<file path="src/rtl/uart_tx_sched.sv">
// Two-requester round-robin UART transmit scheduler.
// Owns the baud generator enable and serialises each granted byte as 8N1/8N2.
module uart_tx_sched #(
  parameter int unsigned STOP_BITS = 1
) (
  input  logic       clk,
  input  logic       rst_n,
  input  logic       req0,
  input  logic [7:0] data0,
  output logic       ack0,
  input  logic       req1,
  input  logic [7:0] data1,
  output logic       ack1,
  input  logic       clk_bps,
  output logic       bps_start,
  output logic       rs232_tx,
  output logic       busy,
  output logic       grant
);

  localparam int unsigned TW       = 4;
  localparam int unsigned END_TICK = 10 + STOP_BITS;

  typedef enum logic {IDLE, SEND} state_t;

  state_t          state;
  logic [TW-1:0]   tcnt;
  logic [7:0]      shreg;
  logic            last;
  logic [TW-1:0]   tcnt_nxt_c;
  logic            hit_c;
  logic            sel_c;

  // Requester 1 wins when it is alone, or when both ask and 0 went last.
  always_comb begin
    hit_c      = req0 | req1;
    sel_c      = req1 & (~req0 | ~last);
    tcnt_nxt_c = tcnt + TW'(1);
  end

  always_ff @(posedge clk or negedge rst_n) begin
    if (!rst_n) begin
      state     <= IDLE;
      tcnt      <= '0;
      shreg     <= '0;
      last      <= 1'b1;
      ack0      <= 1'b0;
      ack1      <= 1'b0;
      bps_start <= 1'b0;
      rs232_tx  <= 1'b1;
      busy      <= 1'b0;
      grant     <= 1'b0;
    end else begin
      ack0 <= 1'b0;
      ack1 <= 1'b0;
      case (state)
        IDLE: begin
          bps_start <= 1'b0;
          busy      <= 1'b0;
          rs232_tx  <= 1'b1;
          if (hit_c) begin
            shreg     <= sel_c ? data1 : data0;
            ack0      <= ~sel_c;
            ack1      <= sel_c;
            grant     <= sel_c;
            last      <= sel_c;
            tcnt      <= '0;
            bps_start <= 1'b1;
            busy      <= 1'b1;
            state     <= SEND;
          end
        end
        SEND: begin
          if (clk_bps) begin
            tcnt <= tcnt_nxt_c;
            if (tcnt_nxt_c == TW'(1)) begin
              rs232_tx <= 1'b0;
            end else if (tcnt_nxt_c <= TW'(9)) begin
              // Data bits go out LSB first from the bottom of the shifter.
              rs232_tx <= shreg[0];
              shreg    <= {1'b0, shreg[7:1]};
            end else if (tcnt_nxt_c == TW'(END_TICK)) begin
              rs232_tx  <= 1'b1;
              bps_start <= 1'b0;
              busy      <= 1'b0;
              state     <= IDLE;
            end else begin
              rs232_tx <= 1'b1;
            end
          end
        end
        default: state <= IDLE;
      endcase
    end
  end

endmodule
</file>
<file path="config.mk">
export PLATFORM = sky130hd
export DESIGN_NAME = uart_tx_sched
export DESIGN_NICKNAME = d
export VERILOG_FILES = /design/src/rtl/uart_tx_sched.sv
export SDC_FILE = /design/constraint.sdc
export NUM_CORES = 1
export LEC_CHECK = 0
export ABC_AREA = 1
export BUFFER_PORTS_ARGS = -buffer_cell sky130_fd_sc_hd__buf_2
export CAP_MARGIN = 20
export CELL_PAD_IN_SITES_DETAIL_PLACEMENT = 0
export CELL_PAD_IN_SITES_GLOBAL_PLACEMENT = 2
export CORE_ASPECT_RATIO = 0.8
export CORE_MARGIN = 8
export CORE_UTILIZATION = 29
export DETAILED_ROUTE_END_ITERATION = 6
export PLACE_DENSITY = 0.78
export SYNTH_ARGS = -nofsm -noshare
export SYNTH_HDL_FRONTEND = slang
export SYNTH_SLANG_ARGS = --single-unit
</file>
<file path="constraint.sdc">
create_clock -name clk -period 1.7 [get_ports clk]
set_input_delay 0.425 -clock clk [delete_from_list [all_inputs] [get_ports clk]]
set_output_delay 0.425 -clock clk [all_outputs]
set_load 0.1 [all_outputs]
</file>
==> flow_summary.toml, run 1 <==
[synthesis]
syn_area_sq_mm = 0.00111
yosys.area_share.simple = 0.367
synth-seq-area-share = 0.430
ys_ff_latch = 19
synth_area_leaders = "dfrtp_1 38%, nand2_1 19%, nand3_1 5.8%"
synth_cells = 142
synth.distinct_cells = 23
synth_largest_area_cell = "dfrtp_1"
yosys_warnings = 0
yosys.area.top_type_share = 0.382
muxShareOfSynthArea = 0
yosys.area_share.adder = 0.0337
syn_nets = 166
synth_compound_area_frac = 0.0911
synth-xor-area-share = 0
synth_top_family_by_area = "simple AND/OR/NAND/NOR gates"
avgSynthCellArea_sq_um = 7.83

[sta]
tightest_slew_ns = 0.492
hold_viol = 0
setup_viol = 0
clock_skew_ns = 0.00253
setup_tns_ns = 0
rsz0062_at_grt = "false"
slew_viol_final = 0
setup_ws_ns = 0.177
post-route-min-period_ns = 1.52
holdWs_ns = 0.0966
fin_crit_sh = 0.896
slew_headroom = 0.674
fmax_mhz = 656

[setup_path]
slowest_stage = "dfrtp_1"
path_buf_inv = 1
cpPeakStageDelay_ns = 0.43
reg2reg_from = "tcnt[0]"
critPathArrivalTime_ns = 1.72
path_cells = "ha_1, nand2_1, inv_1, a21oi_2, nand2_2, nand2_4, nand2_4, nand2_4, nand2_1, nand2_1"
critPathTopFamily = "simple AND/OR/NAND/NOR gates"
worst_setup_path_start_kind = "flop"
path_class = "flop to flop"
crit_fanout = 9
cp-end-kind = "flop"
worstPathRequired_ns = 1.90
cp-startpoint = "tcnt[0]"

[job]
max_cap_violations = 0

[floorplan]
row_count = 20
dieArea_sq_mm = 0.00609
die_w_um = 85.2
core_area_sq_mm = 0.00373
io_pins = 27
initial_utilization = 0.298
dieHeight_um = 71.4

[cells_and_area]
syn2layout_area_growth_pct = 22.0
final_area_sq_mm = 0.00136
largestRegisters = "shreg x8, tcnt x4"
postLayoutCoreUtil = 0.364
largest_register_ffs = 8
layout_common_cells = "56 x nand2_1, 25 x buf_2, 16 x dfrtp_1"
fill_cells = 404
layout-drive-gt1-share = 0.292
nNetsFinal = 196
final_common_cell = "nand2_1"
antenna_cells = 0
top_register = "shreg"
final_cells = 215

[placement]
dp_slack_ns = 0.202
dp_hpwl_um = 2040
portBuffers = 26
dpl_cell_area_sq_mm = 0.00131
dp.cells = 211
gp_congestion = 0.808

[cts]
clock_path_buffers = 2
postCtsSetupBuffers = 0
htree_num_levels = 1
clockRootBuffer = "clkbuf_8"
cts_tree = "done"
clock_latency_ns = 0.26
cts_resized = 0
clock_sinks = 19
holdBufCountCts = 0
clk_pin_slew_ns = 0.08
cts_made_buffers = 3

[power]
switchingPower_mw = 1.27
p_int_mw = 1.22
p_clk_frac = 0.130
switching_share = 0.511
power.density_mw_per_mm2 = 1830
total_power_mw = 2.49
peakVddDrop_uv = 973
pwr-share-comb = 0.557
p_seq_frac = 0.312
leakage_nw = 0.756

[routing]
firstDrtPassIters = 4
finalWirelength_um = 2530
vias = 967
via_per_inst = 4.50
wire_per_inst_um = 11.8
drt_iter0_drc = 51
postRouteAntennaNets = 0
drc = 0

[global_route]
grt_pass1_wl_um = 4350
grt_use_total = 0.0875
grt_pass1_vias = 951
grt_overflow = 0
antenna_found_initial = 0
grt_max_degree = 20

[outcome]
outcome = "complete, no violations"

[hold_path]
hp-class = "input port to async pin"
[kinds of logic after synthesis]
family	Yosys count
and+or+nand+nor	85
DFF	19
AOI/OAI and AO/OA	15
buffers and inverters	20
adders and majority gates	3
[area by class of cell]
| type | count | area (sq um) | area share |
|---|---|---|---|
| multi-input cells | 103 | 547 | 0.403 |
| repair buffers | 29 | 168 | 0.124 |
| clock buffers | 3 | 41.3 | 0.0304 |
| flip-flops and latches | 19 | 479 | 0.353 |
| inverters | 16 | 60.1 | 0.0442 |
| well taps | 44 | 55.1 | 0.0406 |
| clock inverters | 1 | 7.51 | 0.00553 |
[power groups by stage]
stage / clock [mW] / combinational [mW] / sequential (mW)
after floorplan: 0 / 0.853 / 1.03
after detailed placement: 0 / 1.39 / 0.782
final: 0.324 / 1.38 / 0.777
after global placement: 0 / 1.38 / 0.783
after global routing: 0.366 / 1.52 / 0.805
after CTS: 0.337 / 1.40 / 0.778
[routing by layer]
metal,GRT usage,vias up,part of all wire
li1,-,508,-
met1,0.108,441,0.48
met2,0.138,16,0.47
met3,0.0354,2,0.042
met4,0.0217,0,0.0071
met5,0,-,0
[synthesized netlist by cell type]
cell      count
nand2_2       4
o22ai_1       1
o21ai_0       3
nand2_4       3
a21oi_1       1
dfrtp_1      17
nand4_1       1
o211ai_1      7
nand3_1      13
buf_2         1
nand2_1      56
inv_1        15
dfstp_2       2
ha_1          3
nor2_1        4
inv_2         1
nor2_4        2
buf_4         3
nor2_8        1
nand3_2       1
o21ai_1       1
o21ai_2       1
a21oi_2       1
[final timing paths]
path                             to  cells after the start  slack, ns
hold reg to reg            shreg[0]                      2       0.47
hold / removal                grant                      1        0.1
setup reg to reg           shreg[4]                     10       0.18
max in group asynchronous  rs232_tx                      1       1.27
setup / recovery           shreg[4]                     10       0.18
min in group clk           shreg[0]                      2       0.47
No activity file was read; power rests on OpenSTA's default activity.
==> inputs of run 2 (changes only) <==
--- a/config.mk
+++ b/config.mk
@@ -14,7 +14,9 @@
 export CORE_MARGIN = 8
 export CORE_UTILIZATION = 29
 export DETAILED_ROUTE_END_ITERATION = 6
+export GPL_TIMING_DRIVEN = 0
 export PLACE_DENSITY = 0.78
+export SLEW_MARGIN = 20
 export SYNTH_ARGS = -nofsm -noshare
 export SYNTH_HDL_FRONTEND = slang
 export SYNTH_SLANG_ARGS = --single-unit
==> flow_summary.toml, run 2 (synthesized netlist as in run 1, its figures left out) <==
[sta]
hold_viol = 0
setup_ws_ns = 0.0676
slew_headroom = 0.674
rsz0062_at_grt = "false"
fin_crit_sh = 0.960
clock_skew_ns = 0.00110
setup_tns_ns = 0
setup_viol = 0
slew_viol_final = 0
fmax_mhz = 613
tightest_slew_ns = 0.492
post-route-min-period_ns = 1.63

[cts]
clockRootBuffer = "clkbuf_8"
clock_path_buffers = 2
cts_made_buffers = 3
cts_tree = "done"
cts_resized = 0
postCtsSetupBuffers = 0
clock_sinks = 19
clk_pin_slew_ns = 0.07
clock_latency_ns = 0.25
holdBufCountCts = 0
htree_num_levels = 1

[placement]
dp_hpwl_um = 2010
gp_congestion = 0.836
dp.cells = 212
dp_slack_ns = 0.185
portBuffers = 26

[setup_path]
slowest_stage = "dfstp_2"
worstRegToRegCells = 9
cpPeakStageDelay_ns = 0.53
cp-end-kind = "primary output"
path_buf_inv = 1
timing.reg2reg.setup_slack_ns = 0.17
path_class = "flop to primary output"
worst_setup_path_start_kind = "flop"
critPathTopFamily = "flip-flops"
crit_fanout = 2
path_cells = "buf_2"
r2r_end = "shreg[7]"
worstPathRequired_ns = 1.27
critPathArrivalTime_ns = 1.21
reg2reg_from = "tcnt[0]"

[routing]
vias = 987
finalWirelength_um = 2590
firstDrtPassIters = 5
via_per_inst = 4.57
wire_per_inst_um = 12.0
drc = 0
drt_iter0_drc = 39
postRouteAntennaNets = 0

[cells_and_area]
final_cells = 216
layout_common_cells = "56 x nand2_1, 27 x buf_2, 16 x dfrtp_1"
largestRegisters = "shreg x8, tcnt x4"
syn2layout_area_growth_pct = 20.9
top_register = "shreg"
final_common_cell = "nand2_1"
largest_register_ffs = 8
layout-drive-gt1-share = 0.297
antenna_cells = 0
nNetsFinal = 197

[global_route]
grt_max_degree = 20
antenna_found_initial = 0
grt_overflow = 0
grt_pass1_vias = 972
grt_pass1_wl_um = 4450
grt_use_total = 0.0885

[power]
leakage_nw = 0.760
peakVddDrop_uv = 979
total_power_mw = 2.45
power.density_mw_per_mm2 = 1820

[floorplan]
dieArea_sq_mm = 0.00609
row_count = 20
initial_utilization = 0.298
core_area_sq_mm = 0.00373
dieHeight_um = 71.4
die_w_um = 85.2
io_pins = 27

[outcome]
outcome = "complete, no violations"

[hold_path]
hp-class = "input port to async pin"

[job]
max_cap_violations = 0
==> run 2: cell count changes in the layout (fill, tap and decap cells not counted) <==
cell | before | now
buf_2 | 25 | 27
clkinvlp_4 | 1 | 0
buf_12 | 1 | 0
clkinv_2 | 0 | 1
==> run 2: worst max-delay path by stage <==
stage          startpoint       end  slack (ns)  cells after the start
2_1_floorplan        busy      busy        0.23                      1
3_3_place_gp      tcnt[0]  shreg[2]        0.21                     10
3_5_place_dp      tcnt[0]  shreg[7]        0.18                     10
4_1_cts          rs232_tx  rs232_tx        0.05                      1
5_1_grt           tcnt[0]  shreg[7]        0.03                      9
6_report         rs232_tx  rs232_tx        0.07                      1
==> run 2: where the power goes <==
part	internal (mW)	switching (mW)	leakage [nW]
sequential	0.648	0.119	0.239
combinational	0.379	0.984	0.495
clock	0.163	0.156	0.0255
==> run 2: final cells by class <==
cell class | count | area [sq um]
sequential | 19 | 479
tap | 44 | 55.1
inverter | 16 | 60.1
fill | 399 | 2380
multi-input combinational | 103 | 547
clock buffer | 3 | 41.3
buffer | 4 | 27.5
clock inverter | 1 | 5.00
timing repair buffer | 26 | 130
==> run 2: per-stage QoR <==
step                area [sq um]   util  hold WS, ns
floorplan                   1110      -        0.129
global placement            1300  0.348        0.392
detailed placement          1300  0.348        0.402
CTS                         1350  0.361        0.117
global route                1350  0.361        0.138
finish                      1350  0.361        0.103
==> run 2: layer usage <==
| metal | vias up | global-route usage | part of all wire |
|---|---|---|---|
| li1 | 511 | - | - |
| met1 | 450 | 0.115 | 0.49 |
| met2 | 24 | 0.136 | 0.46 |
| met3 | 2 | 0.0297 | 0.051 |
| met4 | 0 | 0.0236 | 0.0058 |
| met5 | - | 0 | 0 |
==> inputs of run 3 (changes only) <==
==> constraint.sdc (replaced) <==
create_clock -name clk -period 1.7 [get_ports clk]
set_input_delay 0.425 -clock clk [delete_from_list [all_inputs] [get_ports clk]]
set_output_delay 0.425 -clock clk [all_outputs]
set_load 0.005 [all_outputs]
==> flow_summary.toml, run 3 (synthesized netlist as in run 1, its figures left out) <==
[outcome]
outcome = "complete, no violations"

[sta]
setup_ws_ns = 0.187
holdWs_ns = 0.103
hold_viol = 0
setup_tns_ns = 0
tightest_slew_ns = 0.440
fmax_mhz = 661
post-route-min-period_ns = 1.51
rsz0062_at_grt = "false"
clock_skew_ns = 0.00172
fin_crit_sh = 0.890
slew_viol_final = 0
slew_headroom = 0.707
setup_viol = 0

[routing]
wire_per_inst_um = 11.8
drc = 0
postRouteAntennaNets = 0
drt_iter0_drc = 61
via_per_inst = 4.43
finalWirelength_um = 2570
firstDrtPassIters = 4
vias = 961

[setup_path]
path_buf_inv = 1
critPathArrivalTime_ns = 1.71
cpPeakStageDelay_ns = 0.45
worstPathRequired_ns = 1.90
crit_path_frequent_cell = "nand2_4"
crit_fanout = 9
worst_setup_path_start_kind = "flop"
critPathTopFamily = "simple AND/OR/NAND/NOR gates"
path_cells = "ha_1, nand2_2, inv_1, a21oi_2, nand2_2, nand2_4, nand2_4, nand2_4, nand2_1, nand2_1"
cp-end-kind = "flop"
path_class = "flop to flop"
slowest_stage = "dfrtp_2"

[cts]
clockRootBuffer = "clkbuf_8"
htree_num_levels = 1
clk_pin_slew_ns = 0.07
clock_latency_ns = 0.25
cts_tree = "done"
clock_path_buffers = 2
clock_sinks = 19
cts_made_buffers = 3
holdBufCountCts = 0

[cells_and_area]
antenna_cells = 0
final_common_cell = "nand2_1"
layout-drive-gt1-share = 0.306
largestRegisters = "shreg x8, tcnt x4"
largest_register_ffs = 8
syn2layout_area_growth_pct = 21.8
nNetsFinal = 198
layout_common_cells = "55 x nand2_1, 27 x buf_2, 16 x dfrtp_1"
final_area_sq_mm = 0.00136
top_register = "shreg"

[global_route]
gr-max-usage-layer = "met2"
grt_pass1_wl_um = 4520
grt_use_total = 0.0907
use_met1 = 0.115
met2_usage = 0.144
grt_pass1_vias = 1015
grt_util_met3 = 0.0286
grt_overflow = 0
grt_max_degree = 20
antenna_found_initial = 0

[floorplan]
core_area_sq_mm = 0.00373
row_count = 20
io_pins = 27
dieArea_sq_mm = 0.00609
die_w_um = 85.2
dieHeight_um = 71.4
initial_utilization = 0.298

[power]
power.density_mw_per_mm2 = 1550
leakage_nw = 0.765
peakVddDrop_uv = 884

[job]
max_cap_violations = 0

[hold_path]
hp-class = "input port to async pin"

[placement]
portBuffers = 26
dp_hpwl_um = 2000
gp_congestion = 0.791
dp_slack_ns = 0.152
dpl_cell_area_sq_mm = 0.00130
## run 3: cell count changes in the layout (fill, tap and decap cells not counted)
cell and delta:
buf_4 +1, nand2_1 -1, nand2_2 +1
## run 3: where the power goes
| group | internal [mW] | switching (mW) |
|---|---|---|
| Sequential | 0.648 | 0.118 |
| Clock | 0.163 | 0.153 |
| Combinational | 0.392 | 0.626 |
| Total | 1.20 | 0.897 |
## run 3: worst paths after layout
path,from,endpoint,slack (ns),depth (start not counted)
max,tcnt[0],shreg[0],0.19,10
min,rst_n,grant,0.10,1
max reg2reg,tcnt[0],shreg[0],0.19,10
min reg2reg,rs232_tx,rs232_tx,0.47,2
max in group asynchronous,rst_n,rs232_tx,1.26,1
min in group clk,rs232_tx,rs232_tx,0.47,2
## run 3: final cells by class
| class | count | area (sq um) |
|---|---|---|
| inverter | 16 | 60.1 |
| clock inverter | 1 | 5.00 |
| fill | 421 | 2370 |
| sequential | 19 | 479 |
| timing repair buffer | 27 | 138 |
| clock buffer | 3 | 41.3 |
| buffer | 4 | 27.5 |
| tap | 44 | 55.1 |
| multi-input combinational | 103 | 549 |
## run 3: worst register-to-register path: stages, from the launching register on
cell     delay, ns
dfrtp_2       0.45
ha_1          0.25
nand2_2       0.08
inv_1         0.05
a21oi_2       0.11
nand2_2       0.09
nand2_4       0.07
nand2_4       0.09
nand2_4       0.15
nand2_1       0.06
nand2_1       0.06
## run 3: timing repair
item,4_1_cts,5_1_grt
buffers inserted,0,1
resized for setup,0,2
endpoints found under the setup margin,0,5
## run 3: layer usage
layer,share of wire,up-vias
met5,0,-
met2,0.47,13
met1,0.49,436
met4,0.0055,0
li1,-,510
met3,0.034,2
## run 3: stage by stage
step	cells	utilization	power, mW
after detailed placement	212	0.348	1.79
final	217	0.363	2.10
after floorplan	142	-	1.51
after global placement	212	0.348	1.76
after CTS	216	0.360	2.11
after global routing	217	0.363	2.32
